===== src/rtl/avst_compare_seq_pkg.sv =====
// Shared types and constants for the avst_compare_seq run sequencer.
// Latency: n/a (declarations only).
// Backpressure: n/a.
package avst_compare_seq_pkg;

  typedef enum logic [2:0] {
    ST_IDLE   = 3'd0,
    ST_LAUNCH = 3'd1,
    ST_WAIT   = 3'd2,
    ST_CHECK  = 3'd3,
    ST_DONE   = 3'd4
  } state_e;

  // CSR word addresses
  localparam logic [2:0] ADDR_CTRL     = 3'd0;
  localparam logic [2:0] ADDR_STATUS   = 3'd1;
  localparam logic [2:0] ADDR_NUM_PASS = 3'd2;
  localparam logic [2:0] ADDR_TIMEOUT  = 3'd3;
  localparam logic [2:0] ADDR_PASS_CNT = 3'd4;
  localparam logic [2:0] ADDR_FAIL_CNT = 3'd5;
  localparam logic [2:0] ADDR_ERR_SEL  = 3'd6;
  localparam logic [2:0] ADDR_ERR_WORD = 3'd7;

  // CTRL bit indices
  localparam int CTRL_START        = 0;
  localparam int CTRL_ABORT        = 1;
  localparam int CTRL_IRQ_EN       = 2;
  localparam int CTRL_STOP_ON_FAIL = 3;

  // STATUS bit indices
  localparam int STS_BUSY    = 0;
  localparam int STS_DONE    = 1;
  localparam int STS_FAIL    = 2;
  localparam int STS_TIMEOUT = 3;

endpackage


===== src/rtl/avst_compare_seq_csr.sv =====
// CSR register file for avst_compare_seq: control, W1C status, shadowable config, lane mux.
// Latency: readdata registered, valid one cycle after avs read; start/abort decoded combinationally.
// Backpressure: none; slave accepts every access with zero wait states.
// Ports: Avalon-MM slave (address/write/writedata/read/readdata), control strobes and config to the
// FSM, status set/clear strobes and counters/ERR_ACC from the FSM.
// Optional: AVST_COMPARE_SEQ_STOP_ON_FAIL_EN adds a R/W stop_on_fail bit at CTRL[3].
module avst_compare_seq_csr
  import avst_compare_seq_pkg::*;
#(
  parameter int DATA_W = 128,
  parameter int CNT_W  = 16,
  parameter int TMO_W  = 24
) (
  input  logic              clk_i,
  input  logic              reset_i,
  input  logic [2:0]        address_i,
  input  logic              write_i,
  input  logic [31:0]       writedata_i,
  input  logic              read_i,
  output logic [31:0]       readdata_o,
  output logic              start_o,
  output logic              abort_o,
  output logic              irq_en_o,
  output logic              stop_on_fail_o,
  output logic [CNT_W-1:0]  num_passes_o,
  output logic [TMO_W-1:0]  timeout_o,
  output logic              done_o,
  output logic              fail_o,
  input  logic              busy_i,
  input  logic              sts_clr_i,
  input  logic              done_set_i,
  input  logic              fail_set_i,
  input  logic              tmo_set_i,
  input  logic [CNT_W-1:0]  pass_cnt_i,
  input  logic [CNT_W-1:0]  fail_cnt_i,
  input  logic [DATA_W-1:0] err_acc_i
);

  localparam int LANES = DATA_W / 32;

  logic              irq_en_q, irq_en_d;
  logic              stop_q, stop_d;
  logic [CNT_W-1:0]  num_q, num_d;
  logic [TMO_W-1:0]  tmo_q, tmo_d;
  logic [31:0]       err_sel_q, err_sel_d;
  logic              done_q, done_d;
  logic              fail_q, fail_d;
  logic              tmo_flag_q, tmo_flag_d;
  logic [31:0]       rdata_q, rdata_d;
  logic [31:0]       err_word;
  logic              wr_ctrl;

  assign wr_ctrl        = write_i && (address_i == ADDR_CTRL);
  assign start_o        = wr_ctrl && writedata_i[CTRL_START];
  assign abort_o        = wr_ctrl && writedata_i[CTRL_ABORT];
  assign irq_en_o       = irq_en_q;
  assign stop_on_fail_o = stop_q;
  assign num_passes_o   = num_q;
  assign timeout_o      = tmo_q;
  assign done_o         = done_q;
  assign fail_o         = fail_q;
  assign readdata_o     = rdata_q;

  // Lane mux; any ERR_SEL beyond the last lane falls through to zero.
  always_comb begin
    err_word = '0;
    for (int i = 0; i < LANES; i++) begin
      if (err_sel_q == 32'(i)) err_word = err_acc_i[i*32 +: 32];
    end
  end

  always_comb begin
    irq_en_d   = irq_en_q;
`ifdef AVST_COMPARE_SEQ_STOP_ON_FAIL_EN
    stop_d     = stop_q;
`else
    stop_d     = 1'b0;
`endif
    num_d      = num_q;
    tmo_d      = tmo_q;
    err_sel_d  = err_sel_q;
    done_d     = done_q;
    fail_d     = fail_q;
    tmo_flag_d = tmo_flag_q;

    if (write_i) begin
      case (address_i)
        ADDR_CTRL: begin
          irq_en_d = writedata_i[CTRL_IRQ_EN];
`ifdef AVST_COMPARE_SEQ_STOP_ON_FAIL_EN
          stop_d   = writedata_i[CTRL_STOP_ON_FAIL];
`endif
        end
        ADDR_STATUS: begin
          done_d     = done_q     & ~writedata_i[STS_DONE];
          fail_d     = fail_q     & ~writedata_i[STS_FAIL];
          tmo_flag_d = tmo_flag_q & ~writedata_i[STS_TIMEOUT];
        end
        ADDR_NUM_PASS: num_d     = writedata_i[CNT_W-1:0];
        ADDR_TIMEOUT:  tmo_d     = writedata_i[TMO_W-1:0];
        ADDR_ERR_SEL:  err_sel_d = writedata_i;
        default: ;
      endcase
    end

    // Run-start clear, then hardware sets override any coincident W1C.
    if (sts_clr_i) begin
      done_d     = 1'b0;
      fail_d     = 1'b0;
      tmo_flag_d = 1'b0;
    end
    if (done_set_i) done_d     = 1'b1;
    if (fail_set_i) fail_d     = 1'b1;
    if (tmo_set_i)  tmo_flag_d = 1'b1;

    rdata_d = rdata_q;
    if (read_i) begin
      rdata_d = '0;
      case (address_i)
        ADDR_CTRL: begin
          rdata_d[CTRL_IRQ_EN]       = irq_en_q;
          rdata_d[CTRL_STOP_ON_FAIL] = stop_q;
        end
        ADDR_STATUS: begin
          rdata_d[STS_BUSY]    = busy_i;
          rdata_d[STS_DONE]    = done_q;
          rdata_d[STS_FAIL]    = fail_q;
          rdata_d[STS_TIMEOUT] = tmo_flag_q;
        end
        ADDR_NUM_PASS: rdata_d = 32'(num_q);
        ADDR_TIMEOUT:  rdata_d = 32'(tmo_q);
        ADDR_PASS_CNT: rdata_d = 32'(pass_cnt_i);
        ADDR_FAIL_CNT: rdata_d = 32'(fail_cnt_i);
        ADDR_ERR_SEL:  rdata_d = err_sel_q;
        ADDR_ERR_WORD: rdata_d = err_word;
        default: ;
      endcase
    end
  end

  always_ff @(posedge clk_i) begin
    if (reset_i) begin
      irq_en_q   <= 1'b0;
      stop_q     <= 1'b0;
      num_q      <= '0;
      tmo_q      <= '0;
      err_sel_q  <= '0;
      done_q     <= 1'b0;
      fail_q     <= 1'b0;
      tmo_flag_q <= 1'b0;
      rdata_q    <= '0;
    end else begin
      irq_en_q   <= irq_en_d;
      stop_q     <= stop_d;
      num_q      <= num_d;
      tmo_q      <= tmo_d;
      err_sel_q  <= err_sel_d;
      done_q     <= done_d;
      fail_q     <= fail_d;
      tmo_flag_q <= tmo_flag_d;
      rdata_q    <= rdata_d;
    end
  end

endmodule


===== src/rtl/avst_compare_seq.sv =====
// Run-level sequencer for the Avalon-ST stream comparator: launches passes, classifies, accumulates.
// Latency: src_start one cycle after start write; src_abort one cycle after abort or timeout detect.
// Backpressure: none; comparator result strobe is accepted only in WAIT, dropped elsewhere.
// Ports: clk/reset (sync, active-high); avs_csr_* Avalon-MM slave; src_start/src_abort pulses to the
// stream sources; cmp_err_valid/cmp_err_data from the comparator; irq = irq_en & (done | fail).
// Optional: AVST_COMPARE_SEQ_STOP_ON_FAIL_EN ends the run at the first failing pass when enabled.
// DATA_W must be a multiple of 32.
module avst_compare_seq
  import avst_compare_seq_pkg::*;
#(
  parameter int DATA_W = 128,
  parameter int CNT_W  = 16,
  parameter int TMO_W  = 24
) (
  input  logic              clk,
  input  logic              reset,
  input  logic [2:0]        avs_csr_address,
  input  logic              avs_csr_write,
  input  logic [31:0]       avs_csr_writedata,
  input  logic              avs_csr_read,
  output logic [31:0]       avs_csr_readdata,
  output logic              src_start,
  output logic              src_abort,
  input  logic              cmp_err_valid,
  input  logic [DATA_W-1:0] cmp_err_data,
  output logic              irq
);

  state_e            state_q, state_d;
  logic [CNT_W-1:0]  pass_cnt_q, pass_cnt_d;
  logic [CNT_W-1:0]  fail_cnt_q, fail_cnt_d;
  logic [CNT_W-1:0]  num_sh_q, num_sh_d;
  logic [TMO_W-1:0]  tmo_sh_q, tmo_sh_d;
  logic [TMO_W-1:0]  tmo_cnt_q, tmo_cnt_d;
  logic [DATA_W-1:0] err_acc_q, err_acc_d;
  logic [DATA_W-1:0] err_lat_q, err_lat_d;
  logic              src_abort_q, src_abort_d;

  logic              csr_start, csr_abort, irq_en, stop_on_fail;
  logic [CNT_W-1:0]  csr_num;
  logic [TMO_W-1:0]  csr_tmo;
  logic              sts_done, sts_fail;
  logic              sts_clr, done_set, fail_set, tmo_set;
  logic              busy, lat_fail;

  function automatic logic [CNT_W-1:0] sat_inc(input logic [CNT_W-1:0] v);
    return (v == '1) ? v : v + 1'b1;
  endfunction

  assign busy      = (state_q != ST_IDLE);
  assign lat_fail  = |err_lat_q;
  assign src_start = (state_q == ST_LAUNCH);
  assign src_abort = src_abort_q;
  assign irq       = irq_en & (sts_done | sts_fail);

  avst_compare_seq_csr #(
    .DATA_W(DATA_W),
    .CNT_W (CNT_W),
    .TMO_W (TMO_W)
  ) u_csr (
    .clk_i         (clk),
    .reset_i       (reset),
    .address_i     (avs_csr_address),
    .write_i       (avs_csr_write),
    .writedata_i   (avs_csr_writedata),
    .read_i        (avs_csr_read),
    .readdata_o    (avs_csr_readdata),
    .start_o       (csr_start),
    .abort_o       (csr_abort),
    .irq_en_o      (irq_en),
    .stop_on_fail_o(stop_on_fail),
    .num_passes_o  (csr_num),
    .timeout_o     (csr_tmo),
    .done_o        (sts_done),
    .fail_o        (sts_fail),
    .busy_i        (busy),
    .sts_clr_i     (sts_clr),
    .done_set_i    (done_set),
    .fail_set_i    (fail_set),
    .tmo_set_i     (tmo_set),
    .pass_cnt_i    (pass_cnt_q),
    .fail_cnt_i    (fail_cnt_q),
    .err_acc_i     (err_acc_q)
  );

  always_comb begin
    state_d     = state_q;
    pass_cnt_d  = pass_cnt_q;
    fail_cnt_d  = fail_cnt_q;
    num_sh_d    = num_sh_q;
    tmo_sh_d    = tmo_sh_q;
    tmo_cnt_d   = tmo_cnt_q;
    err_acc_d   = err_acc_q;
    err_lat_d   = err_lat_q;
    src_abort_d = 1'b0;
    sts_clr     = 1'b0;
    done_set    = 1'b0;
    fail_set    = 1'b0;
    tmo_set     = 1'b0;

    if (csr_abort && busy) begin
      // Abort overrides whatever the current state would have done; counters hold.
      src_abort_d = 1'b1;
      state_d     = ST_DONE;
    end else begin
      case (state_q)
        ST_IDLE: begin
          if (csr_start) begin
            pass_cnt_d = '0;
            fail_cnt_d = '0;
            err_acc_d  = '0;
            sts_clr    = 1'b1;
            num_sh_d   = csr_num;
            tmo_sh_d   = csr_tmo;
            state_d    = (csr_num == '0) ? ST_DONE : ST_LAUNCH;
          end
        end
        ST_LAUNCH: begin
          tmo_cnt_d = '0;
          state_d   = ST_WAIT;
        end
        ST_WAIT: begin
          tmo_cnt_d = tmo_cnt_q + 1'b1;
          if (cmp_err_valid) begin
            err_lat_d = cmp_err_data;
            state_d   = ST_CHECK;
          end else if ((tmo_sh_q != '0) && (tmo_cnt_d == tmo_sh_q)) begin
            tmo_set     = 1'b1;
            fail_set    = 1'b1;
            fail_cnt_d  = sat_inc(fail_cnt_q);
            src_abort_d = 1'b1;
            state_d     = ST_DONE;
          end
        end
        ST_CHECK: begin
          if (lat_fail) fail_cnt_d = sat_inc(fail_cnt_q);
          else          pass_cnt_d = sat_inc(pass_cnt_q);
          err_acc_d = err_acc_q | err_lat_q;
          // Compare with one extra bit so the sum cannot wrap.
          if ((({1'b0, pass_cnt_d} + {1'b0, fail_cnt_d}) == {1'b0, num_sh_q}) ||
              (stop_on_fail && lat_fail))
            state_d = ST_DONE;
          else
            state_d = ST_LAUNCH;
        end
        ST_DONE: begin
          done_set = 1'b1;
          fail_set = (fail_cnt_q != '0);
          state_d  = ST_IDLE;
        end
        default: state_d = ST_IDLE;
      endcase
    end
  end

  always_ff @(posedge clk) begin
    if (reset) begin
      state_q     <= ST_IDLE;
      pass_cnt_q  <= '0;
      fail_cnt_q  <= '0;
      num_sh_q    <= '0;
      tmo_sh_q    <= '0;
      tmo_cnt_q   <= '0;
      err_acc_q   <= '0;
      err_lat_q   <= '0;
      src_abort_q <= 1'b0;
    end else begin
      state_q     <= state_d;
      pass_cnt_q  <= pass_cnt_d;
      fail_cnt_q  <= fail_cnt_d;
      num_sh_q    <= num_sh_d;
      tmo_sh_q    <= tmo_sh_d;
      tmo_cnt_q   <= tmo_cnt_d;
      err_acc_q   <= err_acc_d;
      err_lat_q   <= err_lat_d;
      src_abort_q <= src_abort_d;
    end
  end

endmodule


===== config.mk =====
export PLATFORM = sky130hd
export DESIGN_NAME = avst_compare_seq
export DESIGN_NICKNAME = d
export VERILOG_FILES = /design/src/rtl/avst_compare_seq_pkg.sv /design/src/rtl/avst_compare_seq_csr.sv /design/src/rtl/avst_compare_seq.sv
export SDC_FILE = /design/constraint.sdc
export NUM_CORES = 1
export LEC_CHECK = 0
export CORE_MARGIN = 10
export CORE_UTILIZATION = 29
export CTS_CLUSTER_DIAMETER = 100
export DETAILED_ROUTE_END_ITERATION = 16
export PLACE_DENSITY = 0.48
export SLEW_MARGIN = 20
export SYNTH_ARGS = -nofsm -noshare
export SYNTH_HDL_FRONTEND = slang
export SYNTH_SLANG_ARGS = --single-unit
export TNS_END_PERCENT = 100

===== constraint.sdc =====
create_clock -name clk -period 7.19 [get_ports clk]
set_input_delay 2.157 -clock clk [delete_from_list [all_inputs] [get_ports clk]]
set_output_delay 2.157 -clock clk [all_outputs]
set_load 0.005 [all_outputs]

==> results.ini <==
[outcome]
status = complete, no violations

[sta]
max-slew-margin-rel_pct = 28.3
hold_viol_final = 0
fmax_mhz = 158
finalClockSkew_ps = 19.6
setup_tns_ps = 0
tightest_slew_ps = 1070
fin_crit_sh_pct = 87.8
setup_viol = 0
finalWorstSetupSlack_ps = 874
grt_setup_unrepaired = no
finalCriticalPeriod_ps = 6320
final-max-slew-violation-count = 0

[critical_path]
cp-end-kind = register
worstRegToRegCells = 18
cp.arrival_ps = 6830
crit_required_ps = 7710
crit_type = reg2reg
start_kind = register
path_max_fanout = 10

[cells_and_area]
final_common_cell = nand2_1
final_cell_mix = nand2_1 (581), dfxtp_1 (463), a21oi_1 (454)
final_cells = 3707
drive_gt1_share_pct = 7.22
nets = 2904
area.growth.synth_to_final_pct = 21.6

[synth]
avgSynthCellArea_um2 = 8.00
synth_simple_gate_area_share_pct = 23.2
ys.flop_type = dfxtp_1
ys_ff_latch = 464
yosys_warnings = 0
synth_top_family_by_area = simple AND/OR/NAND/NOR gates
synth-adder-area-share_pct = 1.29
yosysSeqAreaShare_pct = 44.3
synthXorXnorAreaFrac_pct = 3.05
synth_cell_types = 81
syn_area_um2 = 21000
synth_compound_area_share_pct = 19.1
yosys-mux-area-fraction_pct = 5.03
synth_nets = 2813
synth_edf_count = 0
async_reset_ff_share_pct = 0
synth_cells = 2624

[global_routing]
grt_pass1_vias = 18900
grtUsageMet1_pct = 26.4
use_met3_pct = 4.42
met2_usage_pct = 29.3
grt_pass1_wl_um = 123000
grt.busiest_layer = met2
track_usage_pct = 19.1
grt_max_degree = 129
grt_overflow = 0
antenna_found_initial = 1

[routing]
initialDrtViolationCount = 1801
drc = 0
viasPerCell = 5.31
antenna_left = 0
wl_per_cell_um = 22.2
wl_um = 82100
first_pass_iters = 8
routed-via-count = 19700

[floorplan]
start_util_pct = 29.3
num_rows = 98
core_um2 = 71600
io_pins = 203
die_w_um = 289
die_area_um2 = 83500
fp.dieH_um = 289

[clock_tree]
postCtsHoldBufs = 0
cts_resized = 0
path_clk_slew_ps = 60
clockRootBuffer = clkbuf_16
cts_sinks = 464
htree_levels = 2
insertion_delay_ps = 630
clockBufferDepth = 3
cts_made_buffers = 53
post_cts_buffers = 0
cts_tree = done

[job]
cap_violations = 0

[place]
dp_hpwl_um = 61100
place_ws_ps = 849
numPortBuffers = 202
dp.cells = 3609
gp_congestion = 0.932

[pwr]
ir_worst_vdd_uv = 176
p_leak_nw = 8.63
powerDensity_nw_per_um2 = 226

[worst_hold_path]
min_path_cells = 2
hold_class = reg2reg

-- worst max-delay path, cell delays in order, from the launching register on --
cell and delay (ps):
dfxtp_1 330, nor4_1 720, nand4_1 310, nor4_1 460, nand2_1 350, nand2b_1 420
nor2_1 300, nand4_1 170, xnor2_1 180, ha_1 470, a21oi_1 130, o21ai_0 400
a31oi_1 120, a22o_1 220, or4_1 490, a2111oi_0 380, nand4_1 240, nand4bb_1 260
a221oi_1 270
-- cells in the mapped netlist, drive strengths merged (19+ instances only) --
master	instances	area share, %
a21oi	455	11
buf	20	0.52
clkbuf	177	3.2
dfxtp	464	44
ha	20	1.2
inv	19	0.34
mux2	20	1.1
mux4	32	3.4
nand2	585	10
nand3	44	1.1
nand4	36	1.3
nor2	236	4.2
nor2b	25	0.75
nor3	36	0.86
nor4	71	2.2
o21ai	60	1.4
xnor2	45	1.9
xor2	28	1.2
-- cell families after synthesis --
group                      Yosys count
muxes                               63
DFF                                464
and+or+nand+nor                   1101
xor gates and xnor gates            73
AOI/OAI and AO/OA                  685
buffers and inverters              217
adders and majority gates           21
-- per-layer routing --
| layer | vias to the layer above | routed length (µm) | part of all wire [%] |
|---|---|---|---|
| met5 | - | 0 | 0 |
| met4 | 0 | 1880 | 2.3 |
| met3 | 104 | 6360 | 7.7 |
| met2 | 679 | 36400 | 44 |
| met1 | 9462 | 37500 | 46 |
| li1 | 9428 | - | - |
-- worst paths after layout --
check                               endpoint                         from  slack (ps)
hold reg to reg   err_acc_q[21]$_SDFFE_PP0P_   err_acc_q[21]$_SDFFE_PP0P_         460
hold / removal    err_acc_q[21]$_SDFFE_PP0P_   err_acc_q[21]$_SDFFE_PP0P_         460
setup / recovery     state_q[2]$_SDFFE_PP0P_  err_lat_q[127]$_SDFFE_PP0P_         870
setup reg to reg     state_q[2]$_SDFFE_PP0P_  err_lat_q[127]$_SDFFE_PP0P_         870
-- area by class of cell --
| cell class | instances | area [µm²] |
|---|---|---|
| Antenna cell | 1 | 2.50 |
| Clock buffer | 80 | 1570 |
| Clock inverter | 16 | 186 |
| Fill cell | 7543 | 46100 |
| Inverter | 20 | 75.1 |
| Multi-Input combinational cell | 1943 | 10900 |
| Sequential cell | 464 | 9290 |
| Tap cell | 950 | 1190 |
| Timing Repair Buffer | 233 | 2300 |
-- metrics by stage --
stage,cell area [µm²],util (%),hold WS [ps],power (mW)
after floorplan,21000,-,431,2.87
after global placement,23700,33.1,443,3.09
after detailed placement,23700,33.1,455,3.09
after CTS,25500,35.6,469,5.83
after global routing,25500,35.6,486,5.96
final,25500,35.6,462,5.78
-- state kept, by name, indices dropped and copies added, names as in the netlist, 24 cells and up --
signal,cells
err_acc_q,128
err_lat_q,128
tmo_cnt_q,24
tmo_sh_q,24
u_csr.err_sel_q,32
u_csr.readdata_o,32
u_csr.timeout_o,24
-- where the power goes --
part           leakage (nW)  internal (mW)  switching (mW)
logic                  4.03          0.172           0.261
registers              3.74           2.59          0.0214
clock network         0.860           1.58            1.15
total                  8.63           4.34            1.44
(Power assumes the default switching activity.)
